==> src/rtl/dpram_port_arbiter_if.sv <==
// Requester-side bus of the dual-port RAM arbiter: per-requester request
// fields in, per-requester grant/read-return pulses out.
interface dpram_port_arbiter_if #(
  parameter int NREQ = 4,
  parameter int AW   = 5,
  parameter int DW   = 8
);
  logic [NREQ-1:0]    req;
  logic [NREQ-1:0]    req_we;
  logic [NREQ*AW-1:0] req_addr;
  logic [NREQ*DW-1:0] req_wdata;
  logic [NREQ-1:0]    gnt;
  logic [NREQ-1:0]    rvalid;
  logic [DW-1:0]      rdata;

  modport master (
    output req, req_we, req_addr, req_wdata,
    input  gnt, rvalid, rdata
  );

  modport slave (
    input  req, req_we, req_addr, req_wdata,
    output gnt, rvalid, rdata
  );
endinterface

==> src/rtl/dpram_port_arbiter.sv <==
// Round-robin arbiter sharing both ports of a dual-port RAM among NREQ requesters;
// issues up to two operations per cycle and routes 1-cycle read data back.
module dpram_port_arbiter #(
  parameter int NREQ = 4,
  parameter int AW   = 5,
  parameter int DW   = 8
) (
  input  logic                clk,
  input  logic                rst,
  dpram_port_arbiter_if.slave bus,
  output logic                ram_cs,
  output logic                ram_we1,
  output logic                ram_we2,
  output logic                ram_re1,
  output logic                ram_re2,
  output logic                ram_oe1,
  output logic                ram_oe2,
  output logic [AW-1:0]       ram_addr1,
  output logic [AW-1:0]       ram_addr2,
  output logic [DW-1:0]       ram_din1,
  output logic [DW-1:0]       ram_din2,
  input  logic [DW-1:0]       ram_dout1,
  input  logic [DW-1:0]       ram_dout2
);
  localparam int IW = (NREQ > 1) ? $clog2(NREQ) : 1;

  typedef enum logic {IDLE, RESP} pstate_e;

  pstate_e         pst   [2];
  pstate_e         pst_n [2];
  logic [IW-1:0]   pidx  [2];
  logic [IW-1:0]   sel   [2];
  logic [IW-1:0]   rr_ptr, rr_n;
  logic [IW-1:0]   ord   [NREQ];
  logic [AW-1:0]   a     [NREQ];
  logic [DW-1:0]   d     [NREQ];
  logic [1:0]      use_p, we_p;
  logic [NREQ-1:0] gnt_c, rvalid_c;
  logic [DW-1:0]   rdata_c;
  logic            rd_done, blocked;

  function automatic int wrap(input int v);
    return (v >= NREQ) ? v - NREQ : v;
  endfunction

  for (genvar g = 0; g < NREQ; g++) begin : g_unpack
    assign a[g] = bus.req_addr[g*AW +: AW];
    assign d[g] = bus.req_wdata[g*DW +: DW];
  end

  always_comb begin
    for (int k = 0; k < NREQ; k++) ord[k] = IW'(wrap(int'(rr_ptr) + k));
  end

  // Scan in round-robin order; each candidate takes the lowest port that accepts it.
  // A candidate is held back by an earlier requester on the same address (if either
  // writes) and by a read already issued this cycle, since rdata is shared.
  always_comb begin
    gnt_c   = '0;
    use_p   = '0;
    we_p    = '0;
    sel[0]  = '0;
    sel[1]  = '0;
    rd_done = 1'b0;
    blocked = 1'b0;
    rr_n    = rr_ptr;
    for (int k = 0; k < NREQ; k++) begin
      blocked = !ram_cs || !bus.req[ord[k]] || (rd_done && !bus.req_we[ord[k]]);
      for (int j = 0; j < k; j++)
        if (bus.req[ord[j]] && a[ord[j]] == a[ord[k]] &&
            (bus.req_we[ord[j]] || bus.req_we[ord[k]]))
          blocked = 1'b1;
      for (int p = 0; p < 2; p++) begin
        if (!blocked && !use_p[p] && (pst[p] == IDLE || !bus.req_we[ord[k]])) begin
          use_p[p]        = 1'b1;
          we_p[p]         = bus.req_we[ord[k]];
          sel[p]          = ord[k];
          gnt_c[ord[k]]   = 1'b1;
          rd_done         = rd_done | !bus.req_we[ord[k]];
          rr_n            = (int'(ord[k]) == NREQ - 1) ? '0 : ord[k] + 1'b1;
          blocked         = 1'b1;
        end
      end
    end
    for (int p = 0; p < 2; p++) pst_n[p] = (use_p[p] && !we_p[p]) ? RESP : IDLE;
  end

  always_ff @(posedge clk or posedge rst) begin
    if (rst) begin
      ram_cs <= 1'b0;
      rr_ptr <= '0;
      for (int p = 0; p < 2; p++) begin
        pst[p]  <= IDLE;
        pidx[p] <= '0;
      end
    end else begin
      ram_cs <= 1'b1;
      rr_ptr <= rr_n;
      for (int p = 0; p < 2; p++) begin
        pst[p]  <= pst_n[p];
        pidx[p] <= sel[p];
      end
    end
  end

  // At most one port can be in RESP, so the shared rdata never has two sources.
  always_comb begin
    rvalid_c = '0;
    rdata_c  = '0;
    if (pst[0] == RESP) begin
      rvalid_c[pidx[0]] = 1'b1;
      rdata_c           = ram_dout1;
    end
    if (pst[1] == RESP) begin
      rvalid_c[pidx[1]] = 1'b1;
      rdata_c           = ram_dout2;
    end
  end

  assign bus.gnt    = gnt_c;
  assign bus.rvalid = rvalid_c;
  assign bus.rdata  = rdata_c;

  assign ram_we1   = use_p[0] & we_p[0];
  assign ram_we2   = use_p[1] & we_p[1];
  assign ram_re1   = (use_p[0] & ~we_p[0]) | (pst[0] == RESP);
  assign ram_re2   = (use_p[1] & ~we_p[1]) | (pst[1] == RESP);
  assign ram_oe1   = ram_re1;
  assign ram_oe2   = ram_re2;
  assign ram_addr1 = use_p[0] ? a[sel[0]] : '0;
  assign ram_addr2 = use_p[1] ? a[sel[1]] : '0;
  assign ram_din1  = (use_p[0] & we_p[0]) ? d[sel[0]] : '0;
  assign ram_din2  = (use_p[1] & we_p[1]) ? d[sel[1]] : '0;
endmodule

==> src/flat_wrapper.sv <==
// flat-port wrapper written by rule: the top's interface ports become plain ports
module dpram_port_arbiter_flat 
#(
  parameter int NREQ = 4,
  parameter int AW   = 5,
  parameter int DW   = 8
)
  (clk, rst, ram_cs, ram_we1, ram_we2, ram_re1, ram_re2, ram_oe1, ram_oe2, ram_addr1, ram_addr2, ram_din1, ram_din2, ram_dout1, ram_dout2, bus_req, bus_req_we, bus_req_addr, bus_req_wdata, bus_gnt, bus_rvalid, bus_rdata);
  dpram_port_arbiter_if #(.NREQ(NREQ), .AW(AW), .DW(DW)) bus_i ();
  input  logic clk;
  input  logic rst;
  output logic ram_cs;
  output logic ram_we1;
  output logic ram_we2;
  output logic ram_re1;
  output logic ram_re2;
  output logic ram_oe1;
  output logic ram_oe2;
  output logic [AW-1:0] ram_addr1;
  output logic [AW-1:0] ram_addr2;
  output logic [DW-1:0] ram_din1;
  output logic [DW-1:0] ram_din2;
  input  logic [DW-1:0] ram_dout1;
  input  logic [DW-1:0] ram_dout2;
  input wire logic [$bits(bus_i.req)-1:0] bus_req;
  input wire logic [$bits(bus_i.req_we)-1:0] bus_req_we;
  input wire logic [$bits(bus_i.req_addr)-1:0] bus_req_addr;
  input wire logic [$bits(bus_i.req_wdata)-1:0] bus_req_wdata;
  output wire logic [$bits(bus_i.gnt)-1:0] bus_gnt;
  output wire logic [$bits(bus_i.rvalid)-1:0] bus_rvalid;
  output wire logic [$bits(bus_i.rdata)-1:0] bus_rdata;
  assign bus_i.req = bus_req;
  assign bus_i.req_we = bus_req_we;
  assign bus_i.req_addr = bus_req_addr;
  assign bus_i.req_wdata = bus_req_wdata;
  assign bus_gnt = bus_i.gnt;
  assign bus_rvalid = bus_i.rvalid;
  assign bus_rdata = bus_i.rdata;
  dpram_port_arbiter #(.NREQ(NREQ), .AW(AW), .DW(DW)) u_core (.clk(clk), .rst(rst), .bus(bus_i), .ram_cs(ram_cs), .ram_we1(ram_we1), .ram_we2(ram_we2), .ram_re1(ram_re1), .ram_re2(ram_re2), .ram_oe1(ram_oe1), .ram_oe2(ram_oe2), .ram_addr1(ram_addr1), .ram_addr2(ram_addr2), .ram_din1(ram_din1), .ram_din2(ram_din2), .ram_dout1(ram_dout1), .ram_dout2(ram_dout2));
endmodule
==> config.mk <==
export PLATFORM = sky130hd
export DESIGN_NAME = dpram_port_arbiter_flat
export DESIGN_NICKNAME = d
export VERILOG_FILES = /design/src/rtl/dpram_port_arbiter_if.sv /design/src/rtl/dpram_port_arbiter.sv /design/src/flat_wrapper.sv
export SDC_FILE = /design/constraint.sdc
export NUM_CORES = 1
export LEC_CHECK = 0
export CAP_MARGIN = 20
export CORE_MARGIN = 5
export CORE_UTILIZATION = 30
export CTS_CLUSTER_DIAMETER = 40
export CTS_CLUSTER_SIZE = 40
export DETAILED_ROUTE_END_ITERATION = 16
export HOLD_SLACK_MARGIN = 0.12
export PLACE_DENSITY_LB_ADDON = 0.12
export SLEW_MARGIN = 15
export SYNTH_ARGS = -nofsm -noshare
export SYNTH_HDL_FRONTEND = slang
export SYNTH_SLANG_ARGS = --single-unit
==> constraint.sdc <==
create_clock -name clk -period 6.84 [get_ports clk]
set_input_delay 2.052 -clock clk [delete_from_list [all_inputs] [get_ports clk]]
set_output_delay 2.052 -clock clk [all_outputs]
set_load 0.01 [all_outputs]
==> results.rst <==
.. list-table::
   :header-rows: 1

   * - Metric
     - Value
   * - Final period util
     - 1.06
   * - DRC violation count after routing
     - 0
   * - Worst-case setup margin in the final layout
     - -0.431 ns
   * - Number of global-route vias before repair
     - 4558
   * - Antenna violations before repair
     - 0
   * - Utilization of the core after routing
     - 0.544
   * - Library cell contributing the largest single delay on the critical path
     - sky130_fd_sc_hd__or3_4
   * - CTS clock-pin slew for the worst setup and hold paths
     - ~0.04 ns
   * - Pre-CTS setup slack
     - -1.12 ns
   * - Area fraction of the dominant cell type after synthesis
     - 0.256
   * - Number of sinks on the clock net
     - 9
   * - Final total negative setup slack
     - -11.29 ns
   * - Area growth syn-to-layout
     - 79.0%
   * - Required time worst endpoint
     - between 4 and 5 ns
   * - Number of hold buffers added after CTS
     - 0
   * - Detailed-route wire length per cell
     - 17.6 µm
   * - Final slew viol count
     - 0
   * - Fill cell instance count of the final layout
     - approximately 1100
   * - Die area
     - roughly 14000 µm²
   * - Fraction of layout instances using a drive strength above 1
     - 0.477
   * - Via-per-instance ratio
     - approximately 5.4
   * - Status
     - finished, violations left
   * - Least-Margin Pin Slew
     - 0.765 ns
   * - Final global-route overflow total
     - 0
   * - Type of the tightest min-delay check
     - reg2reg
   * - Global placer's final weighted congestion
     - 0.932
   * - Power density over cell area
     - 625 nW/µm²
   * - Number of endpoints with negative hold slack in the final report
     - 0
   * - Die extent in y
     - approximately 120 µm
   * - Mean instance size in the synthesized netlist
     - between 8 and 9 µm²
   * - Synth warnings
     - 0
   * - Worst clock skew on the final layout
     - 0.00168 ns
   * - Clock period minus worst slack
     - 7.27 ns
   * - Number of failing setup endpoints in the final timing report
     - 36
   * - Peak supply drop
     - 0.370 mV
   * - Die width
     - around 120 µm
   * - Violations in the final reports
     - negative setup slack
   * - Synth Instances
     - between 400 and 500
   * - Crit end category
     - output pin
   * - Synthesized flop and latch total
     - 9
   * - Upper clock frequency limit
     - around 140 MHz
   * - Synth unique cells
     - 65
   * - Clock Root Buffer
     - sky130_fd_sc_hd__clkbuf_16
   * - Top post-synthesis cells by count
     - 93 x sky130_fd_sc_hd__mux2i_1, 37 x sky130_fd_sc_hd__nand2_1, 24 x sky130_fd_sc_hd__o22ai_1, 23 x sky130_fd_sc_hd__mux4_2, 21 x sky130_fd_sc_hd__xnor2_1
   * - Relative slew margins
     - 0.490
   * - Row Count
     - 40
   * - Count of routing violations after the opening detailed-route iteration
     - around 180
   * - Pin count of the biggest net entering global routing
     - 56
   * - TritonCTS Buffers
     - 3
   * - Number of buffers added on ports
     - 126
   * - All-Layer GR Usage
     - 0.189
   * - Crit path arrival time
     - about 5.2 ns
   * - Top FF cell, synth
     - sky130_fd_sc_hd__dfrtp_1
   * - Library cell with the largest summed area after synthesis
     - sky130_fd_sc_hd__mux2i_1
   * - Residual antenna-violating net count after detailed routing
     - 0
   * - H-tree depth
     - 1
   * - I/O pin count
     - around 130
   * - Syn nets
     - about 500
   * - Top post-synthesis cells by area
     - sky130_fd_sc_hd__mux2i_1 26%, sky130_fd_sc_hd__mux4_2 14%, sky130_fd_sc_hd__dfrtp_1 6.2%, sky130_fd_sc_hd__xnor2_1 5.1%, sky130_fd_sc_hd__o22ai_1 4.1%
   * - Setup repair after global routing missed its margin
     - true
   * - Reported leakage power
     - 2.91 nW
   * - Aggregate routed wire length
     - about 14000 µm
   * - Max-cap violations
     - 0
   * - Final layout net count
     - around 750
   * - Number of instances in the placed design
     - approximately 780
   * - Final non-filler cell total
     - 816
   * - First-pass GRT wire length
     - roughly 23000 µm
   * - Most frequently used cell type in the post-synthesis netlist
     - sky130_fd_sc_hd__mux2i_1
   * - Number of enable-type register cells in the synthesized netlist
     - 0
   * - Startpoint types
     - input pin
   * - Vias after detailed routing
     - ~4400
   * - Detailed placer's ending HPWL
     - roughly 11000 µm
   * - DR pass1 iterations
     - 7
   * - Post-synthesis async set-or-reset flop share
     - 1.00
   * - Register area share after synthesis
     - 0.0619
   * - Worst-Skew Late Latency
     - 0.23 ns
   * - Post-synthesis instance area
     - between 3000 and 4000 µm²
   * - Type of the worst setup path
     - in2out
   * - Worst hold slack across all endpoints
     - ~0.94 ns
   * - Ant diodes
     - 0
   * - Peak per-stage delay on the critical path
     - just under 0.4 ns
   * - Largest buffer count on any clock path
     - 2
   * - Starting Density
     - 0.304
   * - Area of the core region
     - around 12000 µm²
   * - Clock tree from TritonCTS
     - yes
   * - Critical-path cell list
     - dlygate4sd2_1, mux2_2, mux2_4, or3_4, a21oi_2, buf_4, buf_4, a211oi_4, a21boi_2, and4b_2, a2bb2oi_4, buf_6, buf_6, buf_16, mux2i_2, o22ai_2, buf_2
   * - Largest fanout on the critical path
     - 5
-- final cells by class --
type	count	area (µm²)	share of cell area
sequential	9	226	0.0348
clock buffer	4	78.8	0.0121
multi-input combinational	362	3570	0.549
timing repair buffer	282	2400	0.369
tap	147	184	0.0283
inverter	12	47.5	0.00731
-- layer usage --
layer,up-vias,track usage,part of all wire
met3,18,0.0278,0.050
met5,-,0,0
li1,2120,-,-
met1,2106,0.251,0.45
met4,0,0.0329,0.017
met2,140,0.327,0.49
-- power by group --
group	leakage (nW)	internal [mW]	switching, mW	total (mW)
clock	0.0382	0.0777	0.0229	0.101
sequential	0.110	0.0794	0.0312	0.111
combinational	2.76	2.06	1.80	3.86
total	2.91	2.22	1.85	4.07
-- cells in the final DEF, fill, tap and decap left out, drive strengths merged, types with 5 or more instances in the layout --
cell and instances:
a21oi 5, a22o 16, buf 203, clkbuf 8
clkdlybuf4s15 9, clkdlybuf4s50 62, dfrtp 9, inv 11
mux2 13, mux2i 93, mux4 23, nand2 37
nand2b 7, nand3 6, nand4 6, nor2 10
nor3 8, o21a 5, o21ai 18, o22ai 24
or2 5, xnor2 21, xor2 11
-- critical path: cells and delay by family --
| family | cells | cell delay, ns |
|---|---|---|
| compound gates | 5 | 0.70 |
| buf+inv | 7 | 0.97 |
| mux | 3 | 0.80 |
| simple gates | 2 | 0.70 |
-- registers in the layout, summed over array words and instances (netlist names) --
register and cells:
u_core.rr_ptr 2, u_core.ram_cs 1, u_core.pst 2, u_core.pidx 4
-- metrics by stage --
stage          total power [mW]  cell area [µm²]
2_1_floorplan              2.12             3780
3_3_place_gp               3.50             6080
3_5_place_dp               3.53             6080
4_1_cts                    3.95             6400
5_1_grt                    4.33             6510
6_report                   4.07             6510
-- path summary, 6_finish.rpt --
path / from / to / slack [ns] / depth (start not counted)
min reg2reg: u_core.rr_ptr[1] / u_core.rr_ptr[1] / 0.94 / 3
min in group asynchronous: rst / u_core.pidx[3] / 2.10 / 2
max reg2reg: u_core.rr_ptr[1] / u_core.rr_ptr[0] / 2.64 / 15
max in group asynchronous: rst / u_core.rr_ptr[0] / 4.46 / 2
min: u_core.rr_ptr[1] / u_core.rr_ptr[1] / 0.94 / 3
max: bus_req_we[3] / ram_din2[7] / -0.43 / 17
-- logic make-up after synthesis --
group	Yosys count	share of synthesized area
compound gates	99	0.204
xor+xnor	32	0.0771
fa+ha+maj	4	0.0138
buf+inv	42	0.0630
flops	9	0.0619
mux	129	0.439
other cells	1	0.00103
simple gates	97	0.140
-- what timing repair did --
action                                  in CTS  in global routing
pin swaps                                   34                 15
resized for setup                          261                 37
cloned                                       3                  0
endpoints found under the setup margin      36                 36
setup buffers                               26                  7
No activity file was read; power rests on OpenSTA's default activity.
